## src/rtl/memory_map_pkg.sv

```systemverilog
// Shared definitions for the Hack data-memory map: address regions, base addresses
// and the VRAM arbiter state encoding.
package memory_map_pkg;

    // Decoded target of a CPU data access.
    typedef enum logic [1:0] {
        RegionRam,
        RegionVram,
        RegionKbd,
        RegionNone
    } region_e;

    localparam logic [15:0] RAM_BASE  = 16'h0000;
    localparam logic [15:0] VRAM_BASE = 16'h4000;
    localparam logic [15:0] KBD_ADDR  = 16'h6000;

    // Owner of the single VRAM port.
    typedef enum logic [1:0] {
        StCpu,
        StVidAddr,
        StVidData
    } arb_state_e;

endpackage

```

## src/rtl/memory_map_vram_arbiter.sv

```systemverilog
// Arbitrates the single VRAM port between the CPU and the video scanout reader.
// Video wins when a request is pending and the CPU guard window has expired; after
// every video read the CPU owns VRAM for at least MIN_CPU_CYCLES cycles.
//
// Ports:
//   clk, reset      system clock, synchronous active-high reset
//   cpu_addr_i      CPU VRAM word address
//   cpu_wdata_i     CPU write data
//   cpu_we_i        CPU write strobe already qualified by the VRAM region
//   cpu_busy_o      registered: high while video owns VRAM
//   vid_req_i       video read request, accepted when vid_ready_o is high
//   vid_addr_i      video VRAM word address
//   vid_ready_o     no video request pending or in flight
//   vid_rdata_o     video read data
//   vid_valid_o     one-cycle pulse qualifying vid_rdata_o
//   vram_*          VRAM port (1-cycle read latency)
module memory_map_vram_arbiter
    import memory_map_pkg::*;
#(
    parameter int unsigned MIN_CPU_CYCLES = 3
) (
    input  logic        clk,
    input  logic        reset,
    input  logic [12:0] cpu_addr_i,
    input  logic [15:0] cpu_wdata_i,
    input  logic        cpu_we_i,
    output logic        cpu_busy_o,
    input  logic        vid_req_i,
    input  logic [12:0] vid_addr_i,
    output logic        vid_ready_o,
    output logic [15:0] vid_rdata_o,
    output logic        vid_valid_o,
    output logic [12:0] vram_addr_o,
    output logic [15:0] vram_wdata_o,
    output logic        vram_we_o,
    input  logic [15:0] vram_rdata_i
);

    localparam int unsigned GuardW = (MIN_CPU_CYCLES > 0) ? $clog2(MIN_CPU_CYCLES + 1) : 1;

    arb_state_e        state_q, state_d;
    logic [GuardW-1:0] guard_q, guard_d;
    logic              pend_q, pend_d;
    logic [12:0]       pend_addr_q, pend_addr_d;
    logic              busy_q;
    logic [15:0]       vid_rdata_q, vid_rdata_d;
    logic              vid_valid_q, vid_valid_d;

    always_comb begin
        state_d     = state_q;
        guard_d     = guard_q;
        pend_d      = pend_q;
        pend_addr_d = pend_addr_q;
        vid_rdata_d = vid_rdata_q;
        vid_valid_d = 1'b0;
        // CPU address drives VRAM except in the single video address cycle, so the
        // CPU read is already re-issued during StVidData and its data is ready the
        // first cycle busy is low.
        vram_addr_o = cpu_addr_i;
        vram_we_o   = 1'b0;

        if (vid_req_i && !pend_q) begin
            pend_d      = 1'b1;
            pend_addr_d = vid_addr_i;
        end

        case (state_q)
            StCpu: begin
                vram_we_o = cpu_we_i;
                if (guard_q != '0) begin
                    guard_d = guard_q - 1'b1;
                end
                if (pend_q && (guard_q == '0)) begin
                    state_d = StVidAddr;
                end
            end
            StVidAddr: begin
                vram_addr_o = pend_addr_q;
                state_d     = StVidData;
            end
            StVidData: begin
                vid_rdata_d = vram_rdata_i;
                vid_valid_d = 1'b1;
                guard_d     = GuardW'(MIN_CPU_CYCLES);
                pend_d      = 1'b0;
                state_d     = StCpu;
            end
            default: state_d = StCpu;
        endcase
    end

    always_ff @(posedge clk) begin
        if (reset) begin
            state_q     <= StCpu;
            guard_q     <= '0;
            pend_q      <= 1'b0;
            pend_addr_q <= '0;
            busy_q      <= 1'b0;
            vid_rdata_q <= '0;
            vid_valid_q <= 1'b0;
        end else begin
            state_q     <= state_d;
            guard_q     <= guard_d;
            pend_q      <= pend_d;
            pend_addr_q <= pend_addr_d;
            // Registered decode of the next state, so busy tracks the video states exactly.
            busy_q      <= (state_d != StCpu);
            vid_rdata_q <= vid_rdata_d;
            vid_valid_q <= vid_valid_d;
        end
    end

    assign cpu_busy_o   = busy_q;
    assign vid_ready_o  = !pend_q;
    assign vid_rdata_o  = vid_rdata_q;
    assign vid_valid_o  = vid_valid_q;
    assign vram_wdata_o = cpu_wdata_i;

endmodule

```

## src/rtl/memory_map.sv

```systemverilog
// Data-memory side of the Hack CPU. Decodes the 15-bit data address space into RAM,
// screen VRAM and the keyboard register, muxes read data back to the CPU and shares
// the VRAM port with the video scanout reader.
//
// Ports:
//   clk, reset                      system clock, synchronous active-high reset
//   cpu_address/wdata/load          CPU data access (address bit 15 ignored)
//   cpu_rdata                       read data, valid one cycle after a stable address
//   cpu_busy                        high while video owns VRAM; VRAM writes are dropped
//   vid_req/addr/ready/rdata/valid  video read channel
//   ram_*                           RAM port (1-cycle read latency)
//   vram_*                          VRAM port (1-cycle read latency)
//   kbd_code                        current key code
module memory_map #(
    parameter int unsigned MIN_CPU_CYCLES = 3,
    parameter logic [15:0] KBD_ADDR       = 16'h6000
) (
    input  logic        clk,
    input  logic        reset,
    input  logic [15:0] cpu_address,
    input  logic [15:0] cpu_wdata,
    input  logic        cpu_load,
    output logic [15:0] cpu_rdata,
    output logic        cpu_busy,
    input  logic        vid_req,
    input  logic [12:0] vid_addr,
    output logic        vid_ready,
    output logic [15:0] vid_rdata,
    output logic        vid_valid,
    output logic [13:0] ram_addr,
    output logic [15:0] ram_wdata,
    output logic        ram_we,
    input  logic [15:0] ram_rdata,
    output logic [12:0] vram_addr,
    output logic [15:0] vram_wdata,
    output logic        vram_we,
    input  logic [15:0] vram_rdata,
    input  logic [15:0] kbd_code
);
    import memory_map_pkg::*;

    region_e     region;
    region_e     sel_q;
    logic [15:0] kbd_q;
    logic        vram_wr_req;
    logic        unused_addr_msb;

    assign unused_addr_msb = cpu_address[15];

    always_comb begin
        region = RegionNone;
        if (!cpu_address[14]) begin
            region = RegionRam;
        end else if (!cpu_address[13]) begin
            region = RegionVram;
        end else if (cpu_address[14:0] == KBD_ADDR[14:0]) begin
            region = RegionKbd;
        end
    end

    assign ram_addr    = cpu_address[13:0];
    assign ram_wdata   = cpu_wdata;
    // RAM is private to the CPU, so its writes never wait on the arbiter.
    assign ram_we      = cpu_load && (region == RegionRam);
    assign vram_wr_req = cpu_load && (region == RegionVram);

    always_ff @(posedge clk) begin
        if (reset) begin
            sel_q <= RegionNone;
            kbd_q <= '0;
        end else begin
            sel_q <= region;
            kbd_q <= kbd_code;
        end
    end

    // Region is registered alongside the 1-cycle memory latency to steer returning data.
    always_comb begin
        cpu_rdata = 16'h0000;
        case (sel_q)
            RegionRam:  cpu_rdata = ram_rdata;
            RegionVram: cpu_rdata = vram_rdata;
            RegionKbd:  cpu_rdata = kbd_q;
            default:    cpu_rdata = 16'h0000;
        endcase
    end

    memory_map_vram_arbiter #(
        .MIN_CPU_CYCLES(MIN_CPU_CYCLES)
    ) u_vram_arbiter (
        .clk         (clk),
        .reset       (reset),
        .cpu_addr_i  (cpu_address[12:0]),
        .cpu_wdata_i (cpu_wdata),
        .cpu_we_i    (vram_wr_req),
        .cpu_busy_o  (cpu_busy),
        .vid_req_i   (vid_req),
        .vid_addr_i  (vid_addr),
        .vid_ready_o (vid_ready),
        .vid_rdata_o (vid_rdata),
        .vid_valid_o (vid_valid),
        .vram_addr_o (vram_addr),
        .vram_wdata_o(vram_wdata),
        .vram_we_o   (vram_we),
        .vram_rdata_i(vram_rdata)
    );

endmodule

```

## config.mk

```make
export PLATFORM = sky130hd
export DESIGN_NAME = memory_map
export DESIGN_NICKNAME = d
export VERILOG_FILES = /design/src/rtl/memory_map_pkg.sv /design/src/rtl/memory_map_vram_arbiter.sv /design/src/rtl/memory_map.sv
export SDC_FILE = /design/constraint.sdc
export NUM_CORES = 1
export LEC_CHECK = 0
export CAP_MARGIN = 30
export CORE_MARGIN = 5
export CORE_UTILIZATION = 33
export DETAILED_ROUTE_END_ITERATION = 12
export DONT_BUFFER_PORTS = 1
export GPL_TIMING_DRIVEN = 0
export PLACE_DENSITY_LB_ADDON = 0.1
export SYNTH_ARGS = -nofsm -noshare
export SYNTH_HDL_FRONTEND = slang
export SYNTH_SLANG_ARGS = --single-unit
```

## constraint.sdc

```tcl
create_clock -name clk -period 1.75 [get_ports clk]
set_clock_uncertainty 0.2 [all_clocks]
set_input_delay 0.0875 -clock clk [delete_from_list [all_inputs] [get_ports clk]]
set_output_delay 0.0875 -clock clk [all_outputs]
set_load 0.01 [all_outputs]
```

==> impl_metrics.toml, run 1 <==
[cts]
clk_latency_ps = 300
root_buffer = "clkbuf_8"
htreeDepth = 2
clockBufferDepth = 2
cts_tree = "yes"
clkSlewWorstSetupHoldPaths_ps = 100
cts_made_buffers = 5
cts.sinks = 54

[floorplanning]
rows = 32
die_h_um = 98.29
die_width_um = 98.29
initial_core_util_pct = 33.64
dieArea_um2 = 9661
num_io_pins = 193
coreArea_um2 = 7647

[sta]
timing.final.crit_share_pct = 94.46
setup_violations = 0
tightestPinTransition_ps = 532.0
rsz0062_at_grt = "no"
slew_viol_final = 0
tns_ps = 0
max_slew_margin_pct = 64.21
hold_violations = 0
fmax_mhz = 604.9
min_period_ps = 1653

[pwr]
p_total_mw = 2.958
power.switching_mw = 0.8382
p_per_area_nw_per_um2 = 853.1
p_int_mw = 2.120
seqPwrFrac_pct = 47.1
p_sw_share_pct = 28.34
pwr-share-clk_pct = 29.4
p_leak_nw = 1.469
p_comb_share_pct = 23.4
ir_worst_vdd_uv = 388.3

[setup_path]
timing.critical_path.buf_inv = 2
startpoint_type = "flip-flop"
slowest_stage = "dfxtp_1"
slowest_delay_ps = 350
critPathTopFamily = "flip-flops"
arrival_ps = 1370
cp_cell_sequence = "buf_6 > buf_8 > mux2i_1 > o21ai_2"
critical_path_required_ps = 1460
end_kind = "primary output"
worstPathMaxFanout = 10
critPathKind = "reg2out"

[grt]
grt_overflow = 0
groute.usage.overall_pct = 14.75
first_global_vias = 2259
antenna_found_initial = 0
grt_pass1_wl_um = 11590
grt_max_degree = 19

[routing]
drtAntennaViolNets = 0
vias = 2090
wirelength_um = 7464
drt_first_iter_violations = 34
wl_per_cell_um = 16.74
viasPerCell = 4.686
dr.pass1.iters = 3
drc_errors = 0

[run]
drv_cap = 0

[logic_synthesis]
synth_top_area_share_pct = 42.02
synth_cell_type_count = 29
synthAdderAreaFrac_pct = 0.4864
synth-main-ff-cell = "dfxtp_1"
syn_inst = 279
synth_top_family_by_area = "buffers and inverters"
synth_edf_count = 0
synth_seq_area_share_pct = 42.02
synth.avg_cell_area_um2 = 9.220
synthXorXnorAreaFrac_pct = 0
synth_compound_area_share_pct = 13.33
synth_seq_cells = 54
yosys-top-cells-area = "dfxtp_1 42%, buf_4 14%, nand2_1 6.6%"
synthArstFlopShare_pct = 0
syn_nets = 377
synth.area.mux_share_pct = 11.92
synth-simple-area-share_pct = 15.13
yosys_warnings = 0
synth_area_um2 = 2572
yosysTopAreaCell = "dfxtp_1"

[layout]
areaGrowthSynthToFinish_pct = 34.78
drive_gt1_share_pct = 29.94
regArea_um2 = 1087
fillers = 772
mostFrequentLayoutCell = "dlygate4sd3_1"
multiInputGateArea_um2 = 1105
antenna_cells = 0
fin_nets = 441
final_cell_mix = "54 x dlygate4sd3_1, 51 x buf_4, 51 x dfxtp_1"

[worst_hold_path]
hold_path.class = "in2out"

[status]
status = "finished, final reports clean"

[placement]
port-buffer-count = 0
gp_congestion = 0.7286
place_hpwl_um = 5694
layer usage:
layer	vias up	track usage, %	part of all wire (%)
li1	1025	-	-
met1	954	17.18	40
met2	104	25.33	50
met3	7	5.786	9.6
met4	0	3.782	0.92
met5	-	0	0
what timing repair did:
item	4_1_cts	5_1_grt
resized for setup	30	9
cloned	0	1
endpoints found under the hold margin	51	0
hold buffers	54	0
setup endpoints to repair	20	20
setup buffers	0	2
pin swaps	0	0
power groups by stage:
stage          logic, mW  clock network [mW]  registers [mW]
5_1_grt            0.767               0.957            1.41
2_1_floorplan      0.480                   0            1.41
4_1_cts            0.692               0.908            1.40
3_5_place_dp       0.568                   0            1.42
6_report           0.694               0.870            1.39
3_3_place_gp       0.564                   0            1.42
final timing paths:
path	to	slack, ps	depth (start not counted)	startpoint
max reg2reg	u_vram_arbiter.vid_rdata_o[14]	220	4	u_vram_arbiter.state_q[1]
max	cpu_rdata[11]	100	4	sel_q[0]
min reg2reg	u_vram_arbiter.pend_addr_q[1]	260	2	u_vram_arbiter.pend_addr_q[1]
min	ram_we	30	1	cpu_address[14]
worst reg2reg max path, stage by stage (launching register included):
cell and delay (ps):
dfxtp_4 350, buf_4 140, nor3b_4 430, buf_6 210
a22o_1 140
cells in the mapped netlist (2+ instances only):
master and n:
dfxtp_1 54, buf_4 49, nand2_1 45, nor2b_1 19, a22o_1 16, mux2i_1 16
a21oi_1 15, o21ai_0 15, mux2_2 13, buf_2 6, nor4_1 5, inv_1 3
nand2b_1 3, a211oi_1 2, clkbuf_1 2, nor2_1 2, nor3_1 2
registers in the layout (all words and copies together), names as in the netlist:
name,count
u_vram_arbiter.cpu_busy_o,1
u_vram_arbiter.pend_addr_q,13
u_vram_arbiter.pend_q,1
sel_q,2
u_vram_arbiter.state_q,2
u_vram_arbiter.guard_q,2
u_vram_arbiter.vid_rdata_o,16
kbd_q,16
u_vram_arbiter.vid_valid_o,1
kinds of logic (layout without fill, tap and decap cells):
family          count (synthesis)  after routing
simple gates                   79             79
compound gates                 52             52
buf+inv                        64            129
fa+ha+maj                       1              1
flops                          54             54
mux                            29             29
stage by stage:
stage	setup slack (ps)	instance area (µm²)	hold slack, ps	cells	utilization [%]
2_1_floorplan	302.6	2572	-2.265	279	-
5_1_grt	11.00	3467	28.41	446	45.34
6_report	96.94	3467	25.89	446	45.34
3_3_place_gp	82.83	2700	0.2335	381	35.31
4_1_cts	2.072	3425	27.76	443	44.78
3_5_place_dp	101.6	2700	3.412	381	35.31
final cells by class:
cell class,count,area share [%]
Tap cell,102,3.681
Timing Repair Buffer,57,16.24
Sequential cell,54,31.36
Clock buffer,5,1.985
Clock inverter,3,1.371
Multi-Input combinational cell,161,31.87
Inverter,4,0.4331
Buffer,60,13.06
Power figures use the tool's default switching activity.
==> run 2, diff against run 1 <==
- clock period: 1.75 -> 1.57 ns (I/O delays scaled with it)
==> impl_metrics.toml, run 2 (synthesis gave the netlist of run 1 again) <==
[routing]
wirelength_um = 8140
wl_per_cell_um = 17.39
vias = 2215
drc_errors = 0
dr.pass1.iters = 4
drtAntennaViolNets = 0
viasPerCell = 4.733
drt_first_iter_violations = 45

[setup_path]
slowest_delay_ps = 470
arrival_ps = 1330
worstPathMaxFanout = 9
timing.rr.start = "u_vram_arbiter.state_q[0]"
reg2reg_slack_ps = 90
r2r-end = "u_vram_arbiter.vid_rdata_o[14]"
timing.critical_path.buf_inv = 1
critPathKind = "reg2out"
startpoint_type = "flip-flop"
critPathTopFamily = "flip-flops"
slowest_stage = "dfxtp_4"
critical_path_required_ps = 1290
end_kind = "primary output"
reg2reg_depth = 5
cp_cell_sequence = "clkbuf_16 > mux2i_4 > o21ai_2"

[cts]
clk_latency_ps = 300
root_buffer = "clkbuf_8"
cts_tree = "yes"
htreeDepth = 2
cts_made_buffers = 5
clkSlewWorstSetupHoldPaths_ps = 100
cts.sinks = 54
clockBufferDepth = 2

[pwr]
p_comb_share_pct = 26.4
p_int_mw = 2.461
power.switching_mw = 0.9782
p_total_mw = 3.440
p_sw_share_pct = 28.44
p_leak_nw = 1.629
p_per_area_nw_per_um2 = 890.8
seqPwrFrac_pct = 45.3
ir_worst_vdd_uv = 447.3
pwr-share-clk_pct = 28.3

[sta]
timing.final.crit_share_pct = 102.5
rsz0062_at_grt = "yes"
setup_violations = 15
max_slew_margin_pct = 64.73
hold_violations = 0
fmax_mhz = 621.5
tightestPinTransition_ps = 529.1
slew_viol_final = 0
min_period_ps = 1609
setup_slack_ps = -39.01

[placement]
place_area_um2 = 2700
place_hpwl_um = 5694
port-buffer-count = 0
gp_congestion = 0.7286
place_ws_ps = -69.36

[worst_hold_path]
whs_path_depth = 1
hold_path.class = "in2out"
min_to = "ram_we"
min-delay-start = "cpu_address[14]"

[grt]
antenna_found_initial = 0
grt_pass1_wl_um = 12270
grt_max_degree = 19
groute.usage.overall_pct = 15.58
first_global_vias = 2377
grt_overflow = 0

[layout]
mostFrequentLayoutCell = "dlygate4sd3_1"
fillers = 738
fin_nets = 463
drive_gt1_share_pct = 36.61
areaGrowthSynthToFinish_pct = 50.10
antenna_cells = 0
final_core_util_pct = 50.49
fin_area_um2 = 3861
final_cell_mix = "65 x dlygate4sd3_1, 60 x buf_4, 50 x dfxtp_1"

[floorplanning]
die_width_um = 98.29
coreArea_um2 = 7647
initial_core_util_pct = 33.64
die_h_um = 98.29
dieArea_um2 = 9661
rows = 32
num_io_pins = 193

[status]
violations = "negative setup slack"
status = "finished, violations left"

[run]
drv_cap = 0
run 2: power groups by stage:
stage	Clock [mW]	Combinational [mW]	Sequential, mW
final	0.973	0.908	1.56
after global routing	1.07	0.992	1.58
after CTS	1.01	0.866	1.56
after detailed placement	0	0.633	1.59
after global placement	0	0.629	1.59
after floorplan	0	0.535	1.57
run 2: timing repair:
item,in CTS,in global routing
cloned,1,1
endpoints found under the hold margin,53,0
resized for setup,64,26
buffers inserted,8,5
hold buffers,65,0
setup endpoints to repair,38,43
pin swaps,0,0
run 2: through the flow:
| stage | hold slack, ps | instances | TNS [ps] |
|---|---|---|---|
| 2_1_floorplan | -11.27 | 279 | 0 |
| 3_3_place_gp | -8.767 | 381 | -730.3 |
| 3_5_place_dp | -5.588 | 381 | -383.6 |
| 4_1_cts | 9.758 | 463 | -1236 |
| 5_1_grt | 10.41 | 468 | -1381 |
| 6_report | 7.901 | 468 | -254.5 |
run 2: worst max path at each step:
stage | to | slack, ps | depth (start not counted) | from
2_1_floorplan | vram_addr[10] | 130 | 3 | u_vram_arbiter.state_q[1]
3_3_place_gp | cpu_rdata[11] | -90 | 5 | sel_q[1]
3_5_place_dp | cpu_rdata[11] | -70 | 4 | sel_q[0]
4_1_cts | cpu_rdata[9] | -80 | 6 | sel_q[0]
5_1_grt | cpu_rdata[10] | -100 | 3 | sel_q[0]
6_report | cpu_rdata[10] | -40 | 3 | sel_q[0]
run 2: layout make-up:
type                            count  area, µm²  share of cell area (%)
Multi-Input combinational cell    161       1256                   32.53
Timing Repair Buffer               80      784.5                   20.32
Inverter                            4      15.01                  0.3889
Clock buffer                        5      68.82                   1.782
Tap cell                          102      127.6                   3.305
Buffer                             59      465.4                   12.05
Clock inverter                      3      47.55                   1.231
Sequential cell                    54       1096                   28.39
run 2: metal layers:
metal / global-route usage [%] / up-vias / wire, µm
met3: 6.071 / 9 / 783
met2: 27.35 / 113 / 4163
li1: - / 1072 / -
met4: 3.676 / 0 / 99
met1: 17.78 / 1021 / 3093
met5: 0 / - / 0
==> run 3, diff against run 2 <==
- SETUP_SLACK_MARGIN: default -> 0.5
==> impl_metrics.toml, run 3 (synthesis gave the netlist of run 1 again) <==
[cts]
cts.sinks = 54
clkSlewWorstSetupHoldPaths_ps = 100
holdBufCountCts = 50
cts_made_buffers = 5
htreeDepth = 2
clk_latency_ps = 300
root_buffer = "clkbuf_8"
cts_tree = "yes"
clockBufferDepth = 2

[pwr]
pwr-share-clk_pct = 21.8
seqPwrFrac_pct = 43.0
power.switching_mw = 1.153
p_leak_nw = 1.838
p_total_mw = 3.668
ir_worst_vdd_uv = 498.8
p_per_area_nw_per_um2 = 858.8
p_sw_share_pct = 31.43
p_int_mw = 2.515
p_comb_share_pct = 35.2

[grt]
first_global_vias = 2426
grt_pass1_wl_um = 12300
grt_max_degree = 18
antenna_found_initial = 0
groute.usage.overall_pct = 15.80
grt_overflow = 0

[setup_path]
reg2reg_slack_ps = 70
timing.rr.start = "u_vram_arbiter.state_q[1]"
reg2reg_depth = 6
slowest_stage = "dfxtp_2"
cp_cell_sequence = "buf_6 > buf_12 > mux2i_2 > o21ai_4"
startpoint_type = "flip-flop"
critPathKind = "reg2out"
slowest_delay_ps = 340
critical_path_required_ps = 1290
r2r-end = "u_vram_arbiter.vid_rdata_o[15]"
arrival_ps = 1310
end_kind = "primary output"
crit_start = "sel_q[0]"
crit_path_end = "cpu_rdata[11]"
worstPathMaxFanout = 10

[layout]
areaGrowthSynthToFinish_pct = 66.00
final_cell_mix = "54 x buf_4, 47 x dlygate4sd3_1, 47 x dfxtp_1"
fin_nets = 464
drive_gt1_share_pct = 57.22
antenna_cells = 0
fin_area_um2 = 4270
final_core_util_pct = 55.84
fin_cells = 469
mostFrequentLayoutCell = "buf_4"

[sta]
timing.final.crit_share_pct = 101.4
hold_violations = 4
setup_slack_ps = -21.82
slew_viol_final = 0
rsz0062_at_grt = "yes"
timing.hold.ws_ps = -216.2
fmax_mhz = 628.2
tightestPinTransition_ps = 732.1
max_slew_margin_pct = 51.19
min_period_ps = 1592
tns_ps = -25.85
setup_violations = 4

[floorplanning]
die_h_um = 98.29
dieArea_um2 = 9661
coreArea_um2 = 7647
rows = 32
initial_core_util_pct = 33.64
num_io_pins = 193
die_width_um = 98.29

[placement]
dp.cells = 381
place_ws_ps = 130.9
port-buffer-count = 0
place_hpwl_um = 5519
gp_congestion = 0.7037
place_area_um2 = 2902

[routing]
vias = 2262
drtAntennaViolNets = 0
drc_errors = 0
dr.pass1.iters = 4
viasPerCell = 4.823
wirelength_um = 8491
drt_first_iter_violations = 25
wl_per_cell_um = 18.10

[status]
violations = "negative hold slack, negative setup slack"
status = "finished, violations left"

[worst_hold_path]
min-delay-start = "cpu_address[11]"
hold_path.class = "in2reg"
whs_path_depth = 2

[run]
drv_cap = 0
==> run 3: per-layer routing <==
metal  part of all wire [%]  vias to the layer above  track usage (%)
met3                    7.7                       12            5.214
met1                     40                     1065            19.22
li1                       -                     1080                -
met2                     51                      105            26.73
met4                    1.6                        0            4.307
met5                      0                        -                0
==> run 3: worst min-delay path by stage <==
| stage | end |
|---|---|
| 5_1_grt | sel_q[0] |
| 3_3_place_gp | u_vram_arbiter.pend_q |
| 4_1_cts | sel_q[0] |
| 3_5_place_dp | u_vram_arbiter.pend_q |
| 2_1_floorplan | u_vram_arbiter.pend_q |
| 6_report | sel_q[0] |
==> run 3: timing repair <==
action                                  CTS  global route
endpoints found under the setup margin   63            71
resized for setup                        69            54
pin swaps                                39             5
endpoints found under the hold margin    52             4
buffers inserted                         21             4
cloned                                    4             1
==> run 3: cell type report <==
type	count	area (µm²)
clock inverters	3	20.02
plain buffers	60	508.0
fillers	663	3377
inverters	4	17.52
multi-input cells	161	1556
clock buffers	5	68.82
repair buffers	80	872.1
well taps	102	127.6
flip-flops and latches	54	1100
==> run 3: worst max-delay path, delay by kind of cell (launching register included) <==
family	cells	cell delay, ps
muxes	1	290
DFF	1	340
AOI/OAI and AO/OA	1	90
buffers and inverters	2	290
==> run 3: power groups by stage <==
stage                     logic [mW]  registers, mW  clock network (mW)
after floorplan                0.641           1.59                   0
after global placement         0.742           1.61                   0
after detailed placement       0.745           1.61                   0
after CTS                       1.15           1.57               0.820
after global routing            1.37           1.60               0.866
final                           1.29           1.58               0.799
